### src/rtl/key_debounce_pulse_pkg.sv
// Shared definitions for the key debouncer: FSM state encoding and timer helpers.
// The ms-to-cycles helper is common to all of the clock's millisecond timers.
package key_debounce_pulse_pkg;

    typedef enum logic [2:0] {
        ST_IDLE       = 3'd0,
        ST_PRESS_DB   = 3'd1,
        ST_HELD       = 3'd2,
        ST_LONG_HELD  = 3'd3,
        ST_RELEASE_DB = 3'd4
    } state_t;

    function automatic int ms_to_cycles(input int clk_freq_hz, input int ms);
        return (clk_freq_hz / 1000) * ms;
    endfunction

    function automatic int max3(input int a, input int b, input int c);
        int m;
        m = (a > b) ? a : b;
        return (m > c) ? m : c;
    endfunction

endpackage

### src/rtl/sync_2ff.sv
// Two-flop synchroniser for a single asynchronous pin; RESET_VAL sets the
// level both flops hold while in reset.
module sync_2ff #(
    parameter logic RESET_VAL = 1'b0
) (
    input  logic clk,
    input  logic rst_n,
    input  logic d,
    output logic q
);

    logic meta_reg;
    logic sync_reg;

    always_ff @(posedge clk or negedge rst_n) begin
        if (!rst_n) begin
            meta_reg <= RESET_VAL;
            sync_reg <= RESET_VAL;
        end else begin
            meta_reg <= d;
            sync_reg <= meta_reg;
        end
    end

    assign q = sync_reg;

endmodule

### src/rtl/key_debounce_pulse.sv
// Debounces a mechanical key and emits press, release, long-press and
// auto-repeat pulses plus the debounced level.
module key_debounce_pulse
    import key_debounce_pulse_pkg::*;
#(
    parameter int CLK_FREQ_HZ = 50_000_000,
    parameter int DEBOUNCE_MS = 20,
    parameter int LONG_MS     = 1000,
    parameter int REPEAT_MS   = 200,
    parameter int ACTIVE_LOW  = 1
) (
    input  logic clk,
    input  logic rst_n,
    input  logic key_raw,
    output logic key_press,
    output logic key_release,
    output logic key_long,
    output logic key_repeat,
    output logic key_level
);

    localparam int   DB_CYC   = ms_to_cycles(CLK_FREQ_HZ, DEBOUNCE_MS);
    localparam int   LONG_CYC = ms_to_cycles(CLK_FREQ_HZ, LONG_MS);
    localparam int   REP_CYC  = ms_to_cycles(CLK_FREQ_HZ, REPEAT_MS);
    localparam int   MAX_CYC  = max3(DB_CYC, LONG_CYC, REP_CYC);
    localparam int   CNT_W    = $clog2(MAX_CYC) + 1;
    localparam logic RAW_IDLE = (ACTIVE_LOW != 0) ? 1'b1 : 1'b0;

    localparam logic [CNT_W-1:0] DB_LAST   = CNT_W'(DB_CYC - 1);
    localparam logic [CNT_W-1:0] LONG_LAST = CNT_W'(LONG_CYC - 1);
    localparam logic [CNT_W-1:0] REP_LAST  = CNT_W'(REP_CYC - 1);

    if (DB_CYC < 2 || LONG_CYC < 2 || REP_CYC < 2) begin : g_bad_params
        $error("key_debounce_pulse: DB_CYC, LONG_CYC and REP_CYC must each be >= 2");
    end

    logic             key_sync;
    logic             key_s;
    state_t           state_reg;
    logic [CNT_W-1:0] cnt_reg;
    logic             ret_long_reg;
    logic             key_press_reg;
    logic             key_release_reg;
    logic             key_long_reg;
    logic             key_repeat_reg;
    logic             key_level_reg;

    sync_2ff #(
        .RESET_VAL (RAW_IDLE)
    ) u_sync (
        .clk   (clk),
        .rst_n (rst_n),
        .d     (key_raw),
        .q     (key_sync)
    );

    // Normalise polarity so key_s is 1 while pressed.
    assign key_s = key_sync ^ RAW_IDLE;

    always_ff @(posedge clk or negedge rst_n) begin
        if (!rst_n) begin
            state_reg       <= ST_IDLE;
            cnt_reg         <= '0;
            ret_long_reg    <= 1'b0;
            key_press_reg   <= 1'b0;
            key_release_reg <= 1'b0;
            key_long_reg    <= 1'b0;
            key_repeat_reg  <= 1'b0;
            key_level_reg   <= 1'b0;
        end else begin
            key_press_reg   <= 1'b0;
            key_release_reg <= 1'b0;
            key_long_reg    <= 1'b0;
            key_repeat_reg  <= 1'b0;
            case (state_reg)
                ST_IDLE: begin
                    if (key_s) begin
                        state_reg <= ST_PRESS_DB;
                        cnt_reg   <= '0;
                    end
                end
                ST_PRESS_DB: begin
                    if (!key_s) begin
                        state_reg <= ST_IDLE;
                        cnt_reg   <= '0;
                    end else if (cnt_reg == DB_LAST) begin
                        state_reg     <= ST_HELD;
                        cnt_reg       <= '0;
                        key_press_reg <= 1'b1;
                        key_level_reg <= 1'b1;
                    end else begin
                        cnt_reg <= cnt_reg + CNT_W'(1);
                    end
                end
                // A release sample wins over a terminal count in the same cycle.
                ST_HELD: begin
                    if (!key_s) begin
                        state_reg    <= ST_RELEASE_DB;
                        cnt_reg      <= '0;
                        ret_long_reg <= 1'b0;
                    end else if (cnt_reg == LONG_LAST) begin
                        state_reg    <= ST_LONG_HELD;
                        cnt_reg      <= '0;
                        key_long_reg <= 1'b1;
                    end else begin
                        cnt_reg <= cnt_reg + CNT_W'(1);
                    end
                end
                ST_LONG_HELD: begin
                    if (!key_s) begin
                        state_reg    <= ST_RELEASE_DB;
                        cnt_reg      <= '0;
                        ret_long_reg <= 1'b1;
                    end else if (cnt_reg == REP_LAST) begin
                        cnt_reg        <= '0;
                        key_repeat_reg <= 1'b1;
                    end else begin
                        cnt_reg <= cnt_reg + CNT_W'(1);
                    end
                end
                ST_RELEASE_DB: begin
                    if (key_s) begin
                        state_reg <= ret_long_reg ? ST_LONG_HELD : ST_HELD;
                        cnt_reg   <= '0;
                    end else if (cnt_reg == DB_LAST) begin
                        state_reg       <= ST_IDLE;
                        cnt_reg         <= '0;
                        key_release_reg <= 1'b1;
                        key_level_reg   <= 1'b0;
                    end else begin
                        cnt_reg <= cnt_reg + CNT_W'(1);
                    end
                end
                default: begin
                    state_reg     <= ST_IDLE;
                    cnt_reg       <= '0;
                    key_level_reg <= 1'b0;
                end
            endcase
        end
    end

    assign key_press   = key_press_reg;
    assign key_release = key_release_reg;
    assign key_long    = key_long_reg;
    assign key_repeat  = key_repeat_reg;
    assign key_level   = key_level_reg;

endmodule

### config.mk
export PLATFORM = sky130hd
export DESIGN_NAME = key_debounce_pulse
export DESIGN_NICKNAME = d
export VERILOG_FILES = /design/src/rtl/key_debounce_pulse_pkg.sv /design/src/rtl/sync_2ff.sv /design/src/rtl/key_debounce_pulse.sv
export SDC_FILE = /design/constraint.sdc
export NUM_CORES = 1
export LEC_CHECK = 0
export ABC_CLOCK_PERIOD_IN_PS = 2900
export BUFFER_PORTS_ARGS = -buffer_cell sky130_fd_sc_hd__buf_4
export CORE_ASPECT_RATIO = 0.5
export CORE_UTILIZATION = 60
export DETAILED_ROUTE_END_ITERATION = 8
export HOLD_SLACK_MARGIN = 0.05
export PLACE_DENSITY_LB_ADDON = 0.12
export SETUP_SLACK_MARGIN = 0.2
export SYNTH_ARGS = -nofsm -noshare
export SYNTH_HDL_FRONTEND = slang
export SYNTH_SLANG_ARGS = --single-unit
### constraint.sdc
create_clock -name clk -period 2.9 [get_ports clk]
set_clock_uncertainty 0.2 [all_clocks]
set_input_delay 0.58 -clock clk [delete_from_list [all_inputs] [get_ports clk]]
set_output_delay 0.58 -clock clk [all_outputs]
set_load 0.02 [all_outputs]
==> out/results.ini <==
[clock_tree]
htreeDepth=2
clock_sinks=38
post_cts_buffers=0
clockRootBuffer=clkbuf_8
cts_buffer_depth=2
clk_pin_slew_ps=80
cts_buffers=5
ctsResizeCount=0
holdBufCountCts=0
clk-insertion-delay-late_ps=290
cts_tree=yes

[finish]
largest_reg_flops=27
antenna_cells=0
syn_to_final_growth_pct=10.2
final_cell_mix=dfrtp_1, nand2_1, o21ai_0
fin_nets=263
layout.cells.most_common=dfrtp_1
stdcell_count=311
stdcell_area_sq_um=2430
drive_above_1_share_pct=13.1

[placed_design]
place_area_sq_um=2310
placedCellCount=303
dp_worst_setup_slack_ps=360
dp_hpwl_um=3740
gp_congestion=0.868
placement.io_buffers=7

[synth]
yosysSeqAreaShare_pct=43.3
ys_ff_latch=38
yosysUniqueCellTypes=53
yosys_warnings=0
synth_ff_type=dfrtp_1
synth_edf_count=0
avgSynthCellArea_sq_um=8.84
synth_nets=253
async_reset_ff_share_pct=100
netlist_instances=249
synthesis.area_sq_um=2200

[timing]
final-max-slew-violation-count=0
period_share_pct=87.8
final.setup.worst_slack_ps=353
tightest_slew_ps=650
slew_headroom_pct=56.6
setup-violations-final=0
hold_viol=0
period_needed_ps=2550
tns_ps=0
whs_ps=44.9
grt_setup_unrepaired=yes
max_freq_mhz=393

[floorplanning]
die_x_um=87.7
die-area_sq_um=3930
core-area_sq_um=3470
row_count=15
die_y_um=44.8
floorplan.initialDensity_pct=63.4
ios=8

[route]
vias=2053
routedWlPerCell_um=17.8
dr_wl_met3_um=487
top_layer=met4
first_pass_iters=5
ant_nets=0
wl_um=5550
vias_per_cell=6.60
drc=0
wl_met1_um=2560
wl_met2_um=2470
dr.first_iter.drc_count=208

[global_route]
antenna_found_initial=0
grtUsageTotal_pct=31.0
grt_pass1_vias=1803
overflow=0
grt_max_degree=39
grt_first_pass_wirelength_um=9050

[power]
pwr_density_cell_nw_per_um2=523
power_frac_seq_pct=47.0
power_leakage_nw=1.01
peakVddDrop_mv=0.284
combPwrFrac_pct=19.3
p_int_uw=875
clockPowerShare_pct=33.7
power_switching_uw=394
switching_share_pct=31.1

[setup_path]
cp-startpoint=cnt_reg[0]
crit_fanout=22
startpoint_type=register
cp.required_ps=2880
arrival_ps=2530
worstSetupPathType=reg -> reg
critPathCaptureType=register
rr_startpoint=cnt_reg[0]

[outcome]
status=finished, final reports clean

[flow_run]
maxCapViolCount=0

[worst_hold_path]
hp-class=in -> async

==> synthesized netlist by cell type, types with 2 or more instances <==
cell type	number	area share (%)
nand4_1	4	1.1
a31oi_1	4	1.1
nand3b_1	3	1.0
and3_1	5	1.4
and2_1	2	0.57
nor3b_1	4	1.4
inv_1	7	1.2
a21oi_1	11	2.5
o21ai_1	10	2.3
nor2_1	16	2.7
nand2_1	27	4.6
a21o_1	7	2.4
dfstp_2	2	2.4
or3_1	12	3.4
buf_6	2	1.0
a21oi_2	2	0.80
nor4bb_1	2	0.91
nor3_1	6	1.4
buf_2	3	0.68
and4b_1	2	0.91
nand3_1	17	3.9
dfrtp_1	36	41
o21ai_0	18	4.1
nor4_2	2	1.1
clkbuf_1	5	0.85
and4_1	4	1.6
o22ai_1	4	1.1
nor4_1	7	2.0
==> metal layers <==
metal	vias to the layer above	GRT usage [%]
li1	943	-
met1	1010	45.1
met2	94	47.0
met3	6	7.86
met4	0	7.21
met5	-	0
==> power groups by stage <==
stage	combinational (mW)	clock [mW]	sequential (mW)
after global placement	0.232	0	0.605
after floorplan	0.197	0	0.582
after CTS	0.243	0.433	0.596
final	0.245	0.427	0.597
after detailed placement	0.239	0	0.607
after global routing	0.274	0.457	0.602
==> metrics by stage <==
stage / util, % / power, mW
4_1_cts: 69.6 / 1.27
3_3_place_gp: 66.5 / 0.836
3_5_place_dp: 66.5 / 0.846
2_1_floorplan: - / 0.779
5_1_grt: 69.9 / 1.33
6_report: 69.9 / 1.27
==> cells by family (layout without fill, tap and decap cells) <==
group | count (synthesis) | in the layout | share of synthesized area [%]
AOI/OAI and AO/OA | 65 | 65 | 18.0
adders and majority gates | 1 | 1 | 0.568
buffers and inverters | 18 | 29 | 4.09
DFF | 38 | 38 | 43.3
muxes | 1 | 1 | 0.511
and+or+nand+nor | 126 | 126 | 33.5
==> worst max-delay path, cell delays in order, from the launching register on <==
cell	delay (ps)
dfrtp_1	410
ha_1	250
nand3_2	210
nor2_1	310
nand4b_1	270
a21oi_2	200
buf_4	270
o21ai_1	120
a21o_1	200
==> worst paths after layout <==
kind / to / depth (start not counted) / slack, ps
setup / recovery: cnt_reg[22] / 8 / 350
hold / removal: ret_long_reg / 1 / 40
min in group clk: u_sync.q / 0 / 160
max in group asynchronous: u_sync.meta_reg / 1 / 2090
setup reg to reg: cnt_reg[22] / 8 / 350
hold reg to reg: u_sync.q / 0 / 160
==> cell type report <==
type | count | area [sq um]
Tap cell | 51 | 63.8
Timing Repair Buffer | 14 | 105
Fill cell | 290 | 1050
Inverter | 7 | 26.3
Sequential cell | 38 | 953
Multi-Input combinational cell | 193 | 1170
Clock buffer | 8 | 110
Power figures use the tool's default switching activity.
